### config.mk
export PLATFORM = sky130hd
export DESIGN_NAME = fp_multiplier
export DESIGN_NICKNAME = d
export VERILOG_FILES = /design/src/rtl/fp_multiplier.sv
export SDC_FILE = /design/constraint.sdc
export NUM_CORES = 1
export LEC_CHECK = 0
export CAP_MARGIN = 20
export CORE_UTILIZATION = 56
export CTS_BUF_LIST = sky130_fd_sc_hd__clkbuf_2 sky130_fd_sc_hd__clkbuf_4 sky130_fd_sc_hd__clkbuf_8
export DETAILED_ROUTE_END_ITERATION = 8
export PLACE_DENSITY = 0.86
export SYNTH_ARGS = -nofsm -noshare
export SYNTH_HDL_FRONTEND = slang
export SYNTH_SLANG_ARGS = --single-unit
export TNS_END_PERCENT = 30
### constraint.sdc
create_clock -name clk -period 4.3 [get_ports clk]
set_input_delay 1.075 -clock clk [delete_from_list [all_inputs] [get_ports clk]]
set_output_delay 1.075 -clock clk [all_outputs]
set_load 0.05 [all_outputs]
### src/rtl/fp_multiplier.sv
// Iterative IEEE-754 single-precision multiplier: shift-and-add mantissa product over
// 24 cycles, then normalise, truncate toward zero and pack. Denormals flush to zero.
module fp_multiplier #(
  parameter int width = 32
) (
  input  logic             clk,
  input  logic             rst,
  input  logic             start,
  input  logic [width-1:0] multiplicand,
  input  logic [width-1:0] multiplier,
  output logic             busy,
  output logic             valid,
  output logic [width-1:0] out_reg
);

  localparam logic [2:0] S_IDLE    = 3'd0;
  localparam logic [2:0] S_INIT    = 3'd1;
  localparam logic [2:0] S_COMPUTE = 3'd2;
  localparam logic [2:0] S_NORM    = 3'd3;
  localparam logic [2:0] S_FNL     = 3'd4;

  localparam logic [31:0] QNAN = 32'h7FC0_0000;

  logic [2:0]        r_state;
  logic [31:0]       r_a;
  logic [31:0]       r_b;
  logic              r_sign;
  logic signed [9:0] r_exp;
  logic [23:0]       r_ma;
  logic [23:0]       r_mb;
  logic [47:0]       r_acc;
  logic [4:0]        r_cnt;
  logic [31:0]       r_result;

  // Operand field decode (operates on the latched copies)
  logic [7:0]  w_ea;
  logic [7:0]  w_eb;
  logic [22:0] w_fa;
  logic [22:0] w_fb;
  logic        w_sign;
  logic        w_a_max;
  logic        w_b_max;
  logic        w_a_zero;
  logic        w_b_zero;
  logic        w_a_nan;
  logic        w_b_nan;
  logic        w_special;
  logic [31:0] w_special_result;
  logic signed [9:0] w_exp_init;

  assign w_ea     = r_a[30:23];
  assign w_eb     = r_b[30:23];
  assign w_fa     = r_a[22:0];
  assign w_fb     = r_b[22:0];
  assign w_sign   = r_a[31] ^ r_b[31];
  assign w_a_max  = (w_ea == 8'hFF);
  assign w_b_max  = (w_eb == 8'hFF);
  assign w_a_zero = (w_ea == 8'h00);
  assign w_b_zero = (w_eb == 8'h00);
  assign w_a_nan  = w_a_max && (w_fa != 23'd0);
  assign w_b_nan  = w_b_max && (w_fb != 23'd0);

  assign w_exp_init = $signed({2'b00, w_ea}) + $signed({2'b00, w_eb}) - 10'sd127;

  // First match wins: NaN or inf*zero, then infinity, then zero
  always_comb begin
    w_special        = 1'b1;
    w_special_result = 32'd0;
    if (w_a_nan || w_b_nan || (w_a_max && w_b_zero) || (w_b_max && w_a_zero)) begin
      w_special_result = QNAN;
    end else if (w_a_max || w_b_max) begin
      w_special_result = {w_sign, 8'hFF, 23'd0};
    end else if (w_a_zero || w_b_zero) begin
      w_special_result = {w_sign, 31'd0};
    end else begin
      w_special = 1'b0;
    end
  end

  // One partial product per iteration, selected by bit r_cnt of the multiplier mantissa
  logic [47:0] w_partial;
  assign w_partial = r_mb[r_cnt] ? ({24'd0, r_ma} << r_cnt) : 48'd0;

  logic              w_carry;
  logic [22:0]       w_frac;
  logic signed [9:0] w_exp_final;
  logic [31:0]       w_norm_result;

  assign w_carry     = r_acc[47];
  assign w_frac      = w_carry ? r_acc[46:24] : r_acc[45:23];
  assign w_exp_final = r_exp + (w_carry ? 10'sd1 : 10'sd0);

  always_comb begin
    w_norm_result = {r_sign, w_exp_final[7:0], w_frac};
    if (w_exp_final >= 10'sd255) begin
      w_norm_result = {r_sign, 8'hFF, 23'd0};
    end else if (w_exp_final <= 10'sd0) begin
      w_norm_result = {r_sign, 31'd0};
    end
  end

  always_ff @(posedge clk or negedge rst) begin
    if (!rst) begin
      r_state  <= S_IDLE;
      r_a      <= 32'd0;
      r_b      <= 32'd0;
      r_sign   <= 1'b0;
      r_exp    <= 10'sd0;
      r_ma     <= 24'd0;
      r_mb     <= 24'd0;
      r_acc    <= 48'd0;
      r_cnt    <= 5'd0;
      r_result <= 32'd0;
      busy     <= 1'b0;
      valid    <= 1'b0;
      out_reg  <= 32'd0;
    end else begin
      case (r_state)
        S_IDLE: begin
          valid <= 1'b0;
          if (start) begin
            r_a     <= multiplicand;
            r_b     <= multiplier;
            busy    <= 1'b1;
            r_state <= S_INIT;
          end
        end
        S_INIT: begin
          r_sign <= w_sign;
          if (w_special) begin
            r_result <= w_special_result;
            r_state  <= S_FNL;
          end else begin
            r_ma    <= {1'b1, w_fa};
            r_mb    <= {1'b1, w_fb};
            r_acc   <= 48'd0;
            r_cnt   <= 5'd0;
            r_exp   <= w_exp_init;
            r_state <= S_COMPUTE;
          end
        end
        S_COMPUTE: begin
          r_acc <= r_acc + w_partial;
          if (r_cnt == 5'd23) begin
            r_state <= S_NORM;
          end else begin
            r_cnt <= r_cnt + 5'd1;
          end
        end
        S_NORM: begin
          r_result <= w_norm_result;
          r_state  <= S_FNL;
        end
        S_FNL: begin
          out_reg <= r_result;
          valid   <= 1'b1;
          busy    <= 1'b0;
          r_cnt   <= 5'd0;
          r_state <= S_IDLE;
        end
        default: begin
          r_state <= S_IDLE;
          busy    <= 1'b0;
          valid   <= 1'b0;
        end
      endcase
    end
  end

endmodule

Yosys cells after proc, flatten, opt, wreduce, memory -nomap -nowiden
Cells that the tools add are included.
Storage, ports and cells
  bits in registers: 245
  word-level logic and storage cells: 89
  bits of input ports: 67
Cells by class
  add/subtract/negate cells: 5
  reduce and logical (&&, ||, !) cells: 25
  order comparisons: 3
  bitwise logic cells: 3
  multiplexer cells: 27
  shift-type cells: 1
  eq/ne operators: 12
Operators with widths (number)
  32-bit two-way mux: 4
  48-bit two-way mux: 2
  48-bit one-hot mux with 2 select lines: 1
  32-bit one-hot mux with 2 select lines: 1
  31-bit two-way mux: 2
  48-bit adder: 1
  24-bit by 5-bit << shifter with 48-bit output: 1
  23-bit nonzero test: 2
  23-bit two-way mux: 1
  8-bit equality test (second input constant): 2
  8-bit logical NOT: 2
  5-bit one-hot mux with 3 select lines: 1
  3-bit one-hot mux with 4 select lines: 1
  2-bit AND reduction: 6
  10-bit by 2-bit adder with 10-bit output: 1
  10-bit by 9-bit greater-or-equal comparator with 1-bit output (second input constant): 1
  10-bit by 1-bit less-or-equal comparator with 1-bit output (second input constant): 1
  5-bit two-way mux: 2
  2-bit != test (second input constant): 5
  9-bit by 7-bit subtractor with 10-bit output (second input constant): 1
  8-bit by 8-bit adder with 9-bit output: 1
  3-bit two-way mux: 3
  3-bit by 2-bit equality test with 1-bit output (second input constant): 2
  5-bit by 6-bit < comparator with 1-bit output (second input constant): 1
  16 further kinds: 31

Longest topological paths before layout
  word-level depth: 8
  depth in mapped cells: 21
  depth with buffers taken out: 17

Least setup slack after synthesis
Ideal clock, no wire load.
  kind: flip-flop to flip-flop
  start point: register r_cnt[0]
  end point: register r_acc[40]
  cell stages (with the launch flop): 19
  path slack: -0.073 ns
  arrival: 4.251 ns
  clock period less this slack: 4.373 ns
  library setup time: 0.122 ns
  cells stage by stage: dfrtp_1 buf_4 mux4_2 mux4_2 nand2_1 and2_1 clkbuf_1 buf_2 nor2_1 ha_1 buf_6 a21o_1 and3_4 o41ai_2 nand3_1 a311oi_2 nor3_1 or3_1 a32o_1
On the way
  longest elaborated chain between the ends: 5
RTL lines
  from (decl): line 32  | logic [4:0] r_cnt;
  from (signal assigned): line 147  | r_cnt <= r_cnt + 5'd1;
  1-bit binary-select mux with 5-bit select: line 82  | assign w_partial = r_mb[r_cnt] ? ({24'd0, r_ma} << r_cnt) : 48'd0;
  1-bit two-way mux (not written as such): line 82
  48-bit two-way mux (*): line 82
  48-bit adder (*): line 143  | r_acc <= r_acc + w_partial;
  48-bit one-hot mux with 2 select lines (*): line 118  | case (r_state)
  to (signal assigned): line 143
  to (decl): line 31  | logic [47:0] r_acc;
Mark *: on every way between the ends. The rest lies on a longest branch, timed or not. The select of a mux whose other input is x is not followed.
A chain may end at the register's enable or synchronous reset.

Final worst setup path
  start point: register r_cnt[0]
  end point: register r_acc[44]
The elaborated chain is that of the path after synthesis.

==> summary.txt <==
Power and ir drop
  – Sequential Power Share: 29.0%
  – Worst vdd ir: 462 uV
  – Net Sw Frac: 41.2%
  – Comb power frac: 53.8%
  – Clock power frac: 17.2%
  – Leakage power: 7.96 nW
  – Pwr dens: 737 mW/mm^2
  – Internal: 7.96 mW
  – Net switching power: 5.57 mW

CTS
  – Hold_buf cts: 0
  – Total CTS buffers: 42
  – Clk sinks: 244
  – Skew-Pair Late Insertion Delay: 0.57 ns
  – CTS tree: done
  – Clock transition at the registers of the reported paths: 0.07 ns
  – H-tree depth: 2
  – Clock Tree Root: clkbuf_8
  – CTS max path bufs: 3

Global route
  – Largest net degree at the start of global routing: 115
  – Tot GR Track Use: 30.1%
  – Total gr overflow: 0
  – Vias in the first global route: 12510
  – First-pass GRT wire length: 64.0 mm
  – Antenna violations before repair: 0

STA
  – Headroom to the max-slew limit: 25.8%
  – Max Slew Vio Count: 0
  – Post-route clock skew: 0.0516 ns
  – Worst setup margin: -0.0426 ns
  – RSZ-0062 raised after global routing: true
  – Setup violators final: 5
  – Worst hold margin: 0.484 ns
  – Minimum clock period: 4.34 ns
  – Final worst-path cycle share: 101%
  – Endpoints failing hold: 0
  – Highest Clock Rate: 230 MHz
  – Worst slew pin tran: 1.10 ns

Route
  – First DRT Iteration DRCs: 999
  – Drt via density: 6.16
  – DRT antenna net count: 0
  – Routed WL: 39.7 mm
  – DR vias: 12497
  – Post-DR wirelength/cell: 19.6 um
  – Remaining DRCs: 0
  – DRT Pass-1 Iters: 5

Placement
  – I/O Buffers: 100
  – Dpl ws: -0.166 ns
  – HPWL after DPL: 27.7 mm
  – Post-DP Area: 0.0168 sq mm
  – Gpl congestion: 0.928

Synth
  – Synthesized flop and latch total: 244
  – Post-synthesis xor/xnor area fraction: 2.94%
  – Distinct cells, synth: 79
  – Largest family of logic cells by synthesized area: multiplexers
  – Post-synthesis mux area share: 18.7%
  – Synthesized area: 0.0146 sq mm
  – Adder-cell area share of the yosys netlist: 5.84%
  – EDFF count, synth: 0
  – Sequential share of the synthesized area: 41.8%
  – YS warnings: 0
  – Syn Nets: 1581
  – Ys async rst share: 100%
  – Cells after Synth: 1447
  – Compound-cell area share of the yosys netlist: 14.4%
  – Avg Cell Area, Syn: 10.1 sq um
  – Post-synth top flop: dfrtp_1
  – Simple-Gate Fraction of Synth Area: 13.3%

Final layout
  – Antenna Cells: 0
  – Layout cells sized above 1: 29.0%
  – Largest register FFs: 48
  – Final nets: 1802
  – Area occupied by multi-input gates: 0.00847 sq mm
  – Area Growth Syn to Fin: 25.6%
  – Fin util: 72.3%
  – Design Area, Final: 0.0184 sq mm
  – Largest Register: r_acc
  – Fillers: 1704
  – Flip-flop and latch area: 0.00611 sq mm

Run status
  – Status: finished with violations
  – Failing checks: negative setup slack

Worst setup path
  – WP data required: 4.76 ns
  – Crit path kind: reg2reg
  – Crit-path max cell delay: 0.55 ns
  – Crit path launch type: flip-flop
  – WP data arrival: 4.80 ns
  – Crit path cell chain: buf_12 > mux4_2 > mux4_2 > nand2_2 > and2_4 > nor2_1 > ha_1 > a21o_1 > and3_4 > o41ai_4 > nand3_2 > a311oi_4 > nor4_2 > or3_1 > a32o_1
  – CP max FO: 4
  – Critical Path End Type: flip-flop
  – Reg2reg setup slack: -0.04 ns
  – Critical-path top delay cell: mux4_2
  – CP dominant cell by count: mux4_2

Floorplanning
  – Die X: 164 um
  – Core footprint: 0.0254 sq mm
  – IO Count: 101
  – Die height: 164 um
  – Initial core utilization: 57.5%
  – Die ar.: 0.0268 sq mm
  – Cell Rows: 58

Run
  – Max Cap Violations: 0

Hold path
  – Min-Delay Path Class: reg2reg
[critical path: cells and delay by family (launching register included)]
family                   cells  cell delay, ns
buffers and inverters        1            0.14
flip-flops                   1            0.42
multiplexers                 2            1.08
AND/OR/NAND/NOR              7            1.11
adder cells (fa/ha/maj)      1            0.31
AO/OA/AOI/OAI                4            1.17
[synth_stat cells, types with 3 or more instances]
cell type | count | area, sq um
nor2_1 | 88 | 330
and2_1 | 16 | 100
clkbuf_1 | 48 | 180
nor4_1 | 16 | 100
mux2_2 | 155 | 1750
inv_1 | 30 | 113
xnor2_1 | 30 | 263
ha_1 | 65 | 813
o31ai_1 | 4 | 30.0
buf_4 | 3 | 22.5
and4_1 | 3 | 26.3
o211ai_1 | 7 | 52.6
a211oi_1 | 13 | 97.6
nand2b_1 | 8 | 50.1
mux2i_1 | 60 | 601
o21bai_1 | 12 | 90.1
a31oi_1 | 10 | 62.6
a21o_1 | 26 | 195
or3_1 | 4 | 25.0
nor2b_1 | 9 | 56.3
and3_1 | 16 | 100
nand2_1 | 124 | 465
o21ai_1 | 42 | 210
mux4_2 | 17 | 383
o22a_1 | 3 | 26.3
nand4_1 | 24 | 150
xor2_1 | 19 | 166
nand3_1 | 58 | 290
a22oi_1 | 9 | 67.6
a21oi_1 | 79 | 395
a32o_1 | 3 | 30.0
o21a_1 | 6 | 45.0
o21ai_0 | 97 | 485
dfrtp_1 | 244 | 6110
buf_2 | 13 | 65.1
nor3_1 | 19 | 95.1
buf_1 | 13 | 48.8
[stage by stage]
step | total power [mW] | setup TNS (ns) | std cells
final | 13.5 | -0.110 | 2028
after global routing | 14.3 | -1.67 | 2028
after CTS | 13.0 | -0.0663 | 2013
after detailed placement | 10.5 | -0.854 | 1938
after global placement | 10.2 | -0.216 | 1938
after floorplan | 8.13 | -0.000165 | 1447
[metal layers]
layer / share of wire [%] / track usage, %
met4: 3.3 / 10.8
met3: 6.0 / 3.81
met5: 0 / 0
met1: 42 / 39.8
met2: 49 / 50.7
[what timing repair did]
item                       CTS  global route
buffers inserted             0            13
gates resized for setup     15            89
gates cloned                 1             1
setup endpoints to repair   16            25
pin swaps                    9            37
[placed cells by master (no fill, tap or decap), types with 7 or more instances in the layout]
cell	count
a21o_1	26
xor2_1	19
a211oi_1	9
nand3_1	57
a21oi_1	63
o21ai_0	83
nand2b_1	8
nor2_1	83
clkbuf_8	50
and3_1	12
inv_1	30
o21bai_1	11
ha_1	60
o211ai_1	7
dfrtp_1	244
nor2b_1	9
mux4_2	17
nor4_1	15
o21ai_1	52
a31oi_1	9
mux2_2	155
nor3_1	14
and2_1	13
mux2i_2	8
nand4_1	24
xnor2_1	30
a21oi_2	17
a22oi_1	8
buf_6	9
clkdlybuf4s50_1	99
clkinv_2	7
clkbuf_4	11
mux2i_1	52
buf_4	138
nand2_1	119
[logic make-up after synthesis]
group / after synthesis
simple gates: 403
xor+xnor: 49
buf+inv: 109
compound gates: 342
flops: 244
mux: 233
fa+ha+maj: 67
[power by group through the flow]
stage,Clock (mW),Sequential [mW],Combinational (mW)
finish,2.33,3.92,7.28
global route,2.46,4.01,7.88
CTS,2.36,3.88,6.78
detailed placement,0,3.90,6.59
global placement,0,3.83,6.37
floorplan,0,3.85,4.28
[layout make-up]
cell class | count | share of cell area (%)
multi-input cells | 1094 | 46.1
inverters | 31 | 0.640
clock inverters | 13 | 0.886
well taps | 330 | 2.25
repair buffers | 255 | 12.7
clock buffers | 61 | 4.20
flip-flops and latches | 244 | 33.2
[path summary, 6_finish.rpt]
kind                                     startpoint                       end  depth (start not counted)
hold / removal             r_result[28]$_DFFE_PN0P_  r_result[28]$_DFFE_PN0P_                          2
max in group asynchronous                       rst        r_a[7]$_DFFE_PN0P_                          2
hold reg to reg            r_result[28]$_DFFE_PN0P_  r_result[28]$_DFFE_PN0P_                          2
setup reg to reg               r_cnt[0]$_DFFE_PN0P_     r_acc[44]$_DFFE_PN0P_                         15
setup / recovery               r_cnt[0]$_DFFE_PN0P_     r_acc[44]$_DFFE_PN0P_                         15
min in group asynchronous                       rst       r_b[11]$_DFFE_PN0P_                          1
(Power assumes the default switching activity.)
